### src/rtl/sdram_arb_pkg.sv
// ============================================================================
// Module      : sdram_arb_pkg
// Description : Shared types and constants for the SDRAM port arbiter.
// Revision    : 1.0 - initial release
// ============================================================================
`default_nettype none

package sdram_arb_pkg;

    typedef enum logic [2:0] {
        INIT = 3'd0,
        IDLE = 3'd1,
        CMD  = 3'd2,
        WAIT = 3'd3,
        DONE = 3'd4
    } state_t;

    typedef enum logic [1:0] {
        OWN_RF  = 2'd0,
        OWN_CPU = 2'd1,
        OWN_DMA = 2'd2
    } owner_t;

    function automatic int cnt_width(input int a, input int b);
        return $clog2(((a > b) ? a : b) + 1);
    endfunction

    // Counter width for the default slot/refresh lengths (6 and 8)
    localparam int CW = cnt_width(6, 8);

endpackage

`default_nettype wire

### src/rtl/sdram_arb_if.sv
// ============================================================================
// Module      : sdram_arb_if
// Description : Requester (CPU, DMA, refresh) and controller signals of the
//               SDRAM arbiter; slave = arbiter side, master = its environment.
// Revision    : 1.0 - initial release
// ============================================================================
`default_nettype none

interface sdram_arb_if #(
    parameter int AW = 24
);
    logic          sdrReady;
    logic          cpuRd;
    logic          cpuWr;
    logic [AW-1:0] cpuA;
    logic [7:0]    cpuD;
    logic [7:0]    cpuQ;
    logic          cpuBusy;
    logic          rfshReq;
    logic          dmaReq;
    logic          dmaWe;
    logic [AW-1:0] dmaA;
    logic [7:0]    dmaD;
    logic [7:0]    dmaQ;
    logic          dmaAck;
    logic          sdrRf;
    logic          sdrRd;
    logic          sdrWr;
    logic [AW-1:0] sdrA;
    logic [15:0]   sdrD;
    logic [15:0]   sdrQ;

    modport slave (
        input  sdrReady, cpuRd, cpuWr, cpuA, cpuD, rfshReq,
        input  dmaReq, dmaWe, dmaA, dmaD, sdrQ,
        output cpuQ, cpuBusy, dmaQ, dmaAck, sdrRf, sdrRd, sdrWr, sdrA, sdrD
    );

    modport master (
        output sdrReady, cpuRd, cpuWr, cpuA, cpuD, rfshReq,
        output dmaReq, dmaWe, dmaA, dmaD, sdrQ,
        input  cpuQ, cpuBusy, dmaQ, dmaAck, sdrRf, sdrRd, sdrWr, sdrA, sdrD
    );
endinterface

`default_nettype wire

### src/rtl/sdram_arb_edge.sv
// ============================================================================
// Module      : sdram_arb_edge
// Description : Rising-edge detector with a pending flag. o_take flags an
//               accepted edge; a clear and a new edge in one cycle keep the flag.
// Revision    : 1.0 - initial release
// ============================================================================
`default_nettype none

module sdram_arb_edge (
    input  wire logic clock,
    input  wire logic reset,
    input  wire logic i_sig,
    input  wire logic i_block,
    input  wire logic i_clr,
    output logic      o_take,
    output logic      o_pend
);
    logic r_prev;
    logic r_pend;
    logic w_rise;

    assign w_rise = i_sig & ~r_prev;
    assign o_take = w_rise & ~i_block & (~r_pend | i_clr);
    assign o_pend = r_pend;

    always_ff @(posedge clock or negedge reset) begin
        if (!reset) begin
            r_prev <= 1'b0;
            r_pend <= 1'b0;
        end else begin
            r_prev <= i_sig;
            r_pend <= (r_pend & ~i_clr) | o_take;
        end
    end
endmodule

`default_nettype wire

### src/rtl/sdram_arbiter.sv
// ============================================================================
// Module      : sdram_arbiter
// Description : One-command-per-slot arbiter (refresh > CPU > DMA) in front of
//               the SDRAM controller. Define SDRAM_ARB_RR_EN for CPU/DMA round-robin.
// Revision    : 1.0 - initial release
// ============================================================================
`default_nettype none

module sdram_arbiter #(
    parameter int AW          = 24,
    parameter int SLOT_CYCLES = 6,
    parameter int RFSH_CYCLES = 8
) (
    input  wire logic  clock,
    input  wire logic  reset,
    sdram_arb_if.slave bus
);
    import sdram_arb_pkg::*;

    localparam int             c_cw      = cnt_width(SLOT_CYCLES, RFSH_CYCLES);
    localparam logic [c_cw-1:0] c_slot_tc = c_cw'(SLOT_CYCLES - 1);
    localparam logic [c_cw-1:0] c_rfsh_tc = c_cw'(RFSH_CYCLES - 1);

    state_t          r_state, w_state_nx;
    owner_t          r_owner, w_winner;
    logic            w_grant, w_fin, r_is_wr;
    logic [c_cw-1:0] r_cnt, w_term;
    logic [AW-1:0]   r_cpu_a, r_sdr_a;
    logic [7:0]      r_cpu_d, r_cpu_q, r_dma_q;
    logic [15:0]     r_sdr_d;
    logic            r_sdr_rf, r_sdr_rd, r_sdr_wr, r_dma_ack;
    logic            w_rd_take, w_rd_pend, w_wr_take, w_wr_pend, w_rf_pend;
    logic            w_svc, w_cpu_svc, w_rf_svc, w_clr_cpu, w_clr_rf, w_cpu_pend;
    logic            w_unused_rf_take, w_unused_q;
`ifdef SDRAM_ARB_RR_EN
    logic            r_last_dma;
`endif

    assign w_svc      = (r_state == CMD) || (r_state == WAIT);
    assign w_cpu_svc  = w_svc && (r_owner == OWN_CPU);
    assign w_rf_svc   = w_svc && (r_owner == OWN_RF);
    assign w_clr_cpu  = (r_state == DONE) && (r_owner == OWN_CPU);
    assign w_clr_rf   = (r_state == DONE) && (r_owner == OWN_RF);
    assign w_cpu_pend = w_rd_pend | w_wr_pend;

    // A read edge coinciding with an accepted write edge is folded into the write
    sdram_arb_edge u_edge_rd (
        .clock(clock), .reset(reset), .i_sig(bus.cpuRd),
        .i_block(w_cpu_svc | (w_wr_pend & ~w_clr_cpu) | w_wr_take),
        .i_clr(w_clr_cpu), .o_take(w_rd_take), .o_pend(w_rd_pend)
    );

    sdram_arb_edge u_edge_wr (
        .clock(clock), .reset(reset), .i_sig(bus.cpuWr),
        .i_block(w_cpu_svc | (w_rd_pend & ~w_clr_cpu)),
        .i_clr(w_clr_cpu), .o_take(w_wr_take), .o_pend(w_wr_pend)
    );

    sdram_arb_edge u_edge_rf (
        .clock(clock), .reset(reset), .i_sig(bus.rfshReq),
        .i_block(w_rf_svc), .i_clr(w_clr_rf),
        .o_take(w_unused_rf_take), .o_pend(w_rf_pend)
    );

    always_comb begin
        w_state_nx = r_state;
        w_grant    = 1'b0;
        w_winner   = OWN_RF;
        w_fin      = 1'b0;
        w_term     = (r_owner == OWN_RF) ? c_rfsh_tc : c_slot_tc;
        case (r_state)
            INIT: if (bus.sdrReady) w_state_nx = IDLE;
            IDLE: begin
                if (!bus.sdrReady) begin
                    w_state_nx = INIT;
                end else if (w_rf_pend || w_cpu_pend || bus.dmaReq) begin
                    w_grant    = 1'b1;
                    w_state_nx = CMD;
                    if (w_rf_pend)
                        w_winner = OWN_RF;
                    else if (w_cpu_pend && bus.dmaReq)
`ifdef SDRAM_ARB_RR_EN
                        w_winner = r_last_dma ? OWN_CPU : OWN_DMA;
`else
                        w_winner = OWN_CPU;
`endif
                    else if (w_cpu_pend)
                        w_winner = OWN_CPU;
                    else
                        w_winner = OWN_DMA;
                end
            end
            CMD:  w_state_nx = WAIT;
            WAIT: begin
                if (r_cnt == w_term) begin
                    w_fin      = 1'b1;
                    w_state_nx = DONE;
                end
            end
            DONE:    w_state_nx = bus.sdrReady ? IDLE : INIT;
            default: w_state_nx = INIT;
        endcase
    end

    always_ff @(posedge clock or negedge reset) begin
        if (!reset) r_state <= INIT;
        else        r_state <= w_state_nx;
    end

    always_ff @(posedge clock or negedge reset) begin
        if (!reset) begin
            r_owner    <= OWN_RF;
            r_is_wr    <= 1'b0;
            r_cnt      <= '0;
            r_cpu_a    <= '0;
            r_cpu_d    <= '0;
            r_sdr_a    <= '0;
            r_sdr_d    <= '0;
            r_cpu_q    <= '0;
            r_dma_q    <= '0;
            r_sdr_rf   <= 1'b0;
            r_sdr_rd   <= 1'b0;
            r_sdr_wr   <= 1'b0;
            r_dma_ack  <= 1'b0;
`ifdef SDRAM_ARB_RR_EN
            r_last_dma <= 1'b1;
`endif
        end else begin
            r_sdr_rf  <= w_grant && (w_winner == OWN_RF);
            r_sdr_rd  <= w_grant && (((w_winner == OWN_CPU) && !w_wr_pend) ||
                                     ((w_winner == OWN_DMA) && !bus.dmaWe));
            r_sdr_wr  <= w_grant && (((w_winner == OWN_CPU) && w_wr_pend) ||
                                     ((w_winner == OWN_DMA) && bus.dmaWe));
            r_dma_ack <= w_fin && (r_owner == OWN_DMA);
            if (w_rd_take || w_wr_take) begin
                r_cpu_a <= bus.cpuA;
                r_cpu_d <= bus.cpuD;
            end
            if (w_grant) begin
                r_owner <= w_winner;
                case (w_winner)
                    OWN_CPU: begin
                        r_sdr_a <= r_cpu_a;
                        r_sdr_d <= {2{r_cpu_d}};
                        r_is_wr <= w_wr_pend;
                    end
                    OWN_DMA: begin
                        r_sdr_a <= bus.dmaA;
                        r_sdr_d <= {2{bus.dmaD}};
                        r_is_wr <= bus.dmaWe;
                    end
                    default: begin
                        r_sdr_a <= '0;
                        r_sdr_d <= '0;
                        r_is_wr <= 1'b0;
                    end
                endcase
`ifdef SDRAM_ARB_RR_EN
                if (w_winner != OWN_RF) r_last_dma <= (w_winner == OWN_DMA);
`endif
            end
            if (r_state != WAIT)     r_cnt <= '0;
            else if (r_cnt != w_term) r_cnt <= r_cnt + 1'b1;
            // Read data is sampled on the last WAIT edge so it is valid during DONE
            if (w_fin && !r_is_wr) begin
                if (r_owner == OWN_CPU) r_cpu_q <= bus.sdrQ[7:0];
                if (r_owner == OWN_DMA) r_dma_q <= bus.sdrQ[7:0];
            end
        end
    end

    assign bus.sdrRf   = r_sdr_rf;
    assign bus.sdrRd   = r_sdr_rd;
    assign bus.sdrWr   = r_sdr_wr;
    assign bus.sdrA    = r_sdr_a;
    assign bus.sdrD    = r_sdr_d;
    assign bus.cpuQ    = r_cpu_q;
    assign bus.dmaQ    = r_dma_q;
    assign bus.dmaAck  = r_dma_ack;
    assign bus.cpuBusy = w_cpu_pend | w_cpu_svc;
    assign w_unused_q  = ^bus.sdrQ[15:8];
endmodule

`default_nettype wire

### src/flat_wrapper.sv
// flat-port wrapper written by rule: the top's interface ports become plain ports
module sdram_arbiter_flat import sdram_arb_pkg::*;
#(
    parameter int AW          = 24,
    parameter int SLOT_CYCLES = 6,
    parameter int RFSH_CYCLES = 8
)
  (clock, reset, bus_sdrReady, bus_cpuRd, bus_cpuWr, bus_cpuA, bus_cpuD, bus_rfshReq, bus_dmaReq, bus_dmaWe, bus_dmaA, bus_dmaD, bus_sdrQ, bus_cpuQ, bus_cpuBusy, bus_dmaQ, bus_dmaAck, bus_sdrRf, bus_sdrRd, bus_sdrWr, bus_sdrA, bus_sdrD);
  sdram_arb_if #(.AW(AW)) bus_i ();
  input  wire logic clock;
  input  wire logic reset;
  input wire logic [$bits(bus_i.sdrReady)-1:0] bus_sdrReady;
  input wire logic [$bits(bus_i.cpuRd)-1:0] bus_cpuRd;
  input wire logic [$bits(bus_i.cpuWr)-1:0] bus_cpuWr;
  input wire logic [$bits(bus_i.cpuA)-1:0] bus_cpuA;
  input wire logic [$bits(bus_i.cpuD)-1:0] bus_cpuD;
  input wire logic [$bits(bus_i.rfshReq)-1:0] bus_rfshReq;
  input wire logic [$bits(bus_i.dmaReq)-1:0] bus_dmaReq;
  input wire logic [$bits(bus_i.dmaWe)-1:0] bus_dmaWe;
  input wire logic [$bits(bus_i.dmaA)-1:0] bus_dmaA;
  input wire logic [$bits(bus_i.dmaD)-1:0] bus_dmaD;
  input wire logic [$bits(bus_i.sdrQ)-1:0] bus_sdrQ;
  output wire logic [$bits(bus_i.cpuQ)-1:0] bus_cpuQ;
  output wire logic [$bits(bus_i.cpuBusy)-1:0] bus_cpuBusy;
  output wire logic [$bits(bus_i.dmaQ)-1:0] bus_dmaQ;
  output wire logic [$bits(bus_i.dmaAck)-1:0] bus_dmaAck;
  output wire logic [$bits(bus_i.sdrRf)-1:0] bus_sdrRf;
  output wire logic [$bits(bus_i.sdrRd)-1:0] bus_sdrRd;
  output wire logic [$bits(bus_i.sdrWr)-1:0] bus_sdrWr;
  output wire logic [$bits(bus_i.sdrA)-1:0] bus_sdrA;
  output wire logic [$bits(bus_i.sdrD)-1:0] bus_sdrD;
  assign bus_i.sdrReady = bus_sdrReady;
  assign bus_i.cpuRd = bus_cpuRd;
  assign bus_i.cpuWr = bus_cpuWr;
  assign bus_i.cpuA = bus_cpuA;
  assign bus_i.cpuD = bus_cpuD;
  assign bus_i.rfshReq = bus_rfshReq;
  assign bus_i.dmaReq = bus_dmaReq;
  assign bus_i.dmaWe = bus_dmaWe;
  assign bus_i.dmaA = bus_dmaA;
  assign bus_i.dmaD = bus_dmaD;
  assign bus_i.sdrQ = bus_sdrQ;
  assign bus_cpuQ = bus_i.cpuQ;
  assign bus_cpuBusy = bus_i.cpuBusy;
  assign bus_dmaQ = bus_i.dmaQ;
  assign bus_dmaAck = bus_i.dmaAck;
  assign bus_sdrRf = bus_i.sdrRf;
  assign bus_sdrRd = bus_i.sdrRd;
  assign bus_sdrWr = bus_i.sdrWr;
  assign bus_sdrA = bus_i.sdrA;
  assign bus_sdrD = bus_i.sdrD;
  sdram_arbiter #(.AW(AW), .SLOT_CYCLES(SLOT_CYCLES), .RFSH_CYCLES(RFSH_CYCLES)) u_core (.clock(clock), .reset(reset), .bus(bus_i));
endmodule
### config.mk
export PLATFORM = sky130hd
export DESIGN_NAME = sdram_arbiter_flat
export DESIGN_NICKNAME = d
export VERILOG_FILES = /design/src/rtl/sdram_arb_pkg.sv /design/src/rtl/sdram_arb_if.sv /design/src/rtl/sdram_arb_edge.sv /design/src/rtl/sdram_arbiter.sv /design/src/flat_wrapper.sv
export SDC_FILE = /design/constraint.sdc
export NUM_CORES = 1
export LEC_CHECK = 0
export ABC_AREA = 1
export BUFFER_PORTS_ARGS = -buffer_cell sky130_fd_sc_hd__buf_2
export CAP_MARGIN = 5
export CORE_MARGIN = 2
export CORE_UTILIZATION = 51
export CTS_CLUSTER_DIAMETER = 50
export DETAILED_ROUTE_END_ITERATION = 8
export GPL_TIMING_DRIVEN = 0
export PLACE_DENSITY_LB_ADDON = 0.2
export SLEW_MARGIN = 10
export SYNTH_ARGS = -nofsm -noshare
export SYNTH_HDL_FRONTEND = slang
export SYNTH_SLANG_ARGS = --single-unit
### constraint.sdc
create_clock -name clock -period 2.3 [get_ports clock]
set_input_delay 0.345 -clock clock [delete_from_list [all_inputs] [get_ports clock]]
set_output_delay 0.345 -clock clock [all_outputs]
set_load 0.02 [all_outputs]
==> impl_metrics.yaml <==
outcome:
  status: "complete, no violations"
synth:
  ys_ff_latch: 100
  syn_inst: 531
  seq_area_frac_synth: 0.534
  synthDistinctLibCells: 33
  netlist_top_cells_area: "dfrtp_1 53%, nand2_1 15%, a22o_1 6.0%"
  yosys_most_used_dff: "dfrtp_1"
  synth_edf_count: 0
  ys_async_sr_fraction: 1.00
  yosys.area.top_type: "dfrtp_1"
  synth_nets: 623
  yosys_warnings: 0
  syn_area_per_cell_um2: 8.83
  syn_area_mm2: 0.00469
  synth_top_area_frac: 0.534
timing:
  fin_crit_ps: 2130
  final_hold_viol_count: 0
  skew_ps: 14.5
  final-setup-viol-count: 0
  slew_headroom: 0.646
  fin_ws_ps: 167
  max_freq_ghz: 0.469
  final.period_utilization: 0.927
  worst_slew_pin_slew_ps: 531
  hold-worst-slack_ps: 112
  slew_violations: 0
routing:
  routed_wl_mm: 11.4
  drt_iter0_drc: 192
  ant_nets: 0
  via_count: 4062
  first_pass_iters: 4
  vias_per_cell: 5.10
  drc: 0
  wire_per_inst_um: 14.2
power_and_ir_drop:
  pwr_density_cell_mw_per_mm2: 600
  peakVddDrop_v: 0.000354
  power_w: 0.00352
  p_leak_nw: 3.26
clock_network:
  cts-buffers-inserted: 9
  cts_tree: "built"
  clockRootBuffer: "clkbuf_8"
  cts_max_level: 3
  path_clk_slew_ps: 100
  cts_sinks: 100
  clk_path_buf_depth: 2
  clock_latency_ps: 350
cells_and_area:
  area_delta_synth_final_pct: 24.9
  final_core_util: 0.665
  multi_input_area_mm2: 0.00183
  register_area_mm2: 0.00250
  layout-drive-gt1-share: 0.309
  diodes: 0
  n_fill_cell: 749
  fin_nets: 776
  finalNonFillerCells: 797
floorplan:
  io-pin-count: 149
  die-area_mm2: 0.00998
  fp.coreArea_mm2: 0.00881
  die_y_um: 99.9
  start_util: 0.532
  dieWidth_um: 99.9
  rows: 34
worst_setup_path:
  max_stage_delay_ps: 430
  cpMostUsedCell: "nand2_1"
  path_buf_inv: 5
  cp-end-kind: "register"
  cp_max_fo: 14
  cp_slowest_cell: "dfrtp_1"
  critPathLaunchType: "register"
  cp.arrival_ps: 2340
  crit_family: "simple AND/OR/NAND/NOR gates"
  critPathKind: "register to register"
  crit_chain: "nor2_2 -> nand2_1 -> clkinv_1 -> nand2_1 -> nand2_4 -> inv_2 -> nand2_2 -> inv_1 -> ha_1 -> clkbuf_4 -> buf_4 -> a22o_1 -> nand2_1 -> o21ai_0"
  critPathRequiredTime_ps: 2510
place:
  place.port_buffers: 140
  dp_slack_ps: -373
  dp_hpwl_mm: 8.48
  gp_congestion: 0.820
  placed_cells: 780
global_route:
  grt_pass1_vias: 3924
  grt_first_pass_wirelength_mm: 18.8
  grt_max_degree: 61
  gr-total-overflow: 0
  grt_antenna_before_repair: 1
  grt_usage: 0.239
worst_hold_path:
  min_path_type: "input pin to register"
run:
  drv_cap: 0
-- sequential cells by signal, indices dropped and copies added, names as in the netlist, 2 cells and up --
signal and count:
u_core.bus.cpuQ 8, u_core.bus.dmaQ 8, u_core.bus.sdrA 24, u_core.bus.sdrD 8, u_core.r_cnt 4, u_core.r_cpu_a 24
u_core.r_cpu_d 8, u_core.r_owner 2, u_core.r_state 3
-- report_power, final --
group	total (W)	switching, W	internal, W
registers	0.00183	0.0000326	0.00180
clock network	0.00119	0.000616	0.000577
logic	0.000492	0.000330	0.000162
total	0.00352	0.000978	0.00254
-- repair_timing --
item	CTS	global route
hold buffers	1	0
buffers inserted	1	1
gates cloned	0	0
hold endpoints to repair	36	0
pin swaps	1	0
gates resized for setup	20	15
endpoints found under the setup margin	32	31
-- cell usage after synthesis (2+ instances only) --
library cell / instances
a21oi_1: 4
a22o_1: 32
buf_2: 6
buf_4: 13
buf_6: 3
clkbuf_1: 13
clkinv_1: 2
dfrtp_1: 100
ha_1: 4
inv_1: 35
inv_2: 3
nand2_1: 189
nand2_2: 4
nand3_1: 39
nand3_4: 2
nand3b_1: 9
nand4_1: 8
nor2_1: 10
nor2_2: 4
o21ai_0: 36
o21ai_1: 2
xnor2_1: 2
-- cell usage in the layout (no fill, tap or decap), types with 5 or more instances in the layout --
cell type  instances
nand3b_1           9
nand3_1           38
inv_1             35
buf_4             19
nand2_1          187
dfrtp_1          100
a22o_1            32
buf_6              5
clkbuf_8          12
buf_2            144
o21ai_0           35
nand2_2            5
nor2_1             9
nand4_1            8
-- path summary, 6_finish.rpt --
kind	startpoint	end	slack, ps	cells after the start
worst max-delay path	u_core.u_edge_wr.o_pend$_DFF_PN0_	u_core.bus.sdrD[9]$_DFFE_PN0P_	170	14
worst min-delay path	bus_rfshReq	u_core.u_edge_rf.r_prev$_DFF_PN0_	110	1
worst max register to register	u_core.u_edge_wr.o_pend$_DFF_PN0_	u_core.bus.sdrD[9]$_DFFE_PN0P_	170	14
worst min register to register	u_core.r_cpu_a[22]$_DFFE_PN0P_	u_core.r_cpu_a[22]$_DFFE_PN0P_	480	2
max in group asynchronous	reset	u_core.bus.sdrA[0]$_DFFE_PN0P_	1090	3
min in group asynchronous	reset	u_core.bus.cpuQ[4]$_DFFE_PN0P_	520	2
-- stage by stage --
stage | setup TNS (ps) | cell area (µm²)
floorplan | 0 | 4690
global placement | -23260 | 5520
detailed placement | -9690 | 5550
CTS | 0 | 5830
global route | -15.7 | 5850
finish | 0 | 5850
-- cells by family after synthesis --
group / synth area share
buffers and inverters: 0.0809
AO/OA/AOI/OAI: 0.108
XOR/XNOR: 0.00374
AND/OR/NAND/NOR: 0.263
flip-flops: 0.534
adder cells (fa/ha/maj): 0.0107
-- worst register-to-register path: cells and delay by family (launching register included) --
family,cells,cell delay (ps)
AO/OA/AOI/OAI,2,250
AND/OR/NAND/NOR,6,600
adder cells (fa/ha/maj),1,160
buffers and inverters,5,570
flip-flops,1,430
-- per-layer routing --
metal,wire length (µm),track usage,up-vias
li1,-,-,2021
met1,5150,0.339,1903
met2,5350,0.376,122
met3,664,0.0411,14
met4,176,0.0790,2
met5,13,0,-
-- cell type report --
class	count	share of cell area
plain buffers	35	0.0453
clock buffers	11	0.0259
clock inverters	5	0.0111
inverters	40	0.0256
multi-input cells	354	0.312
flip-flops and latches	100	0.427
well taps	108	0.0231
repair buffers	144	0.129
Power figures use the tool's default switching activity.
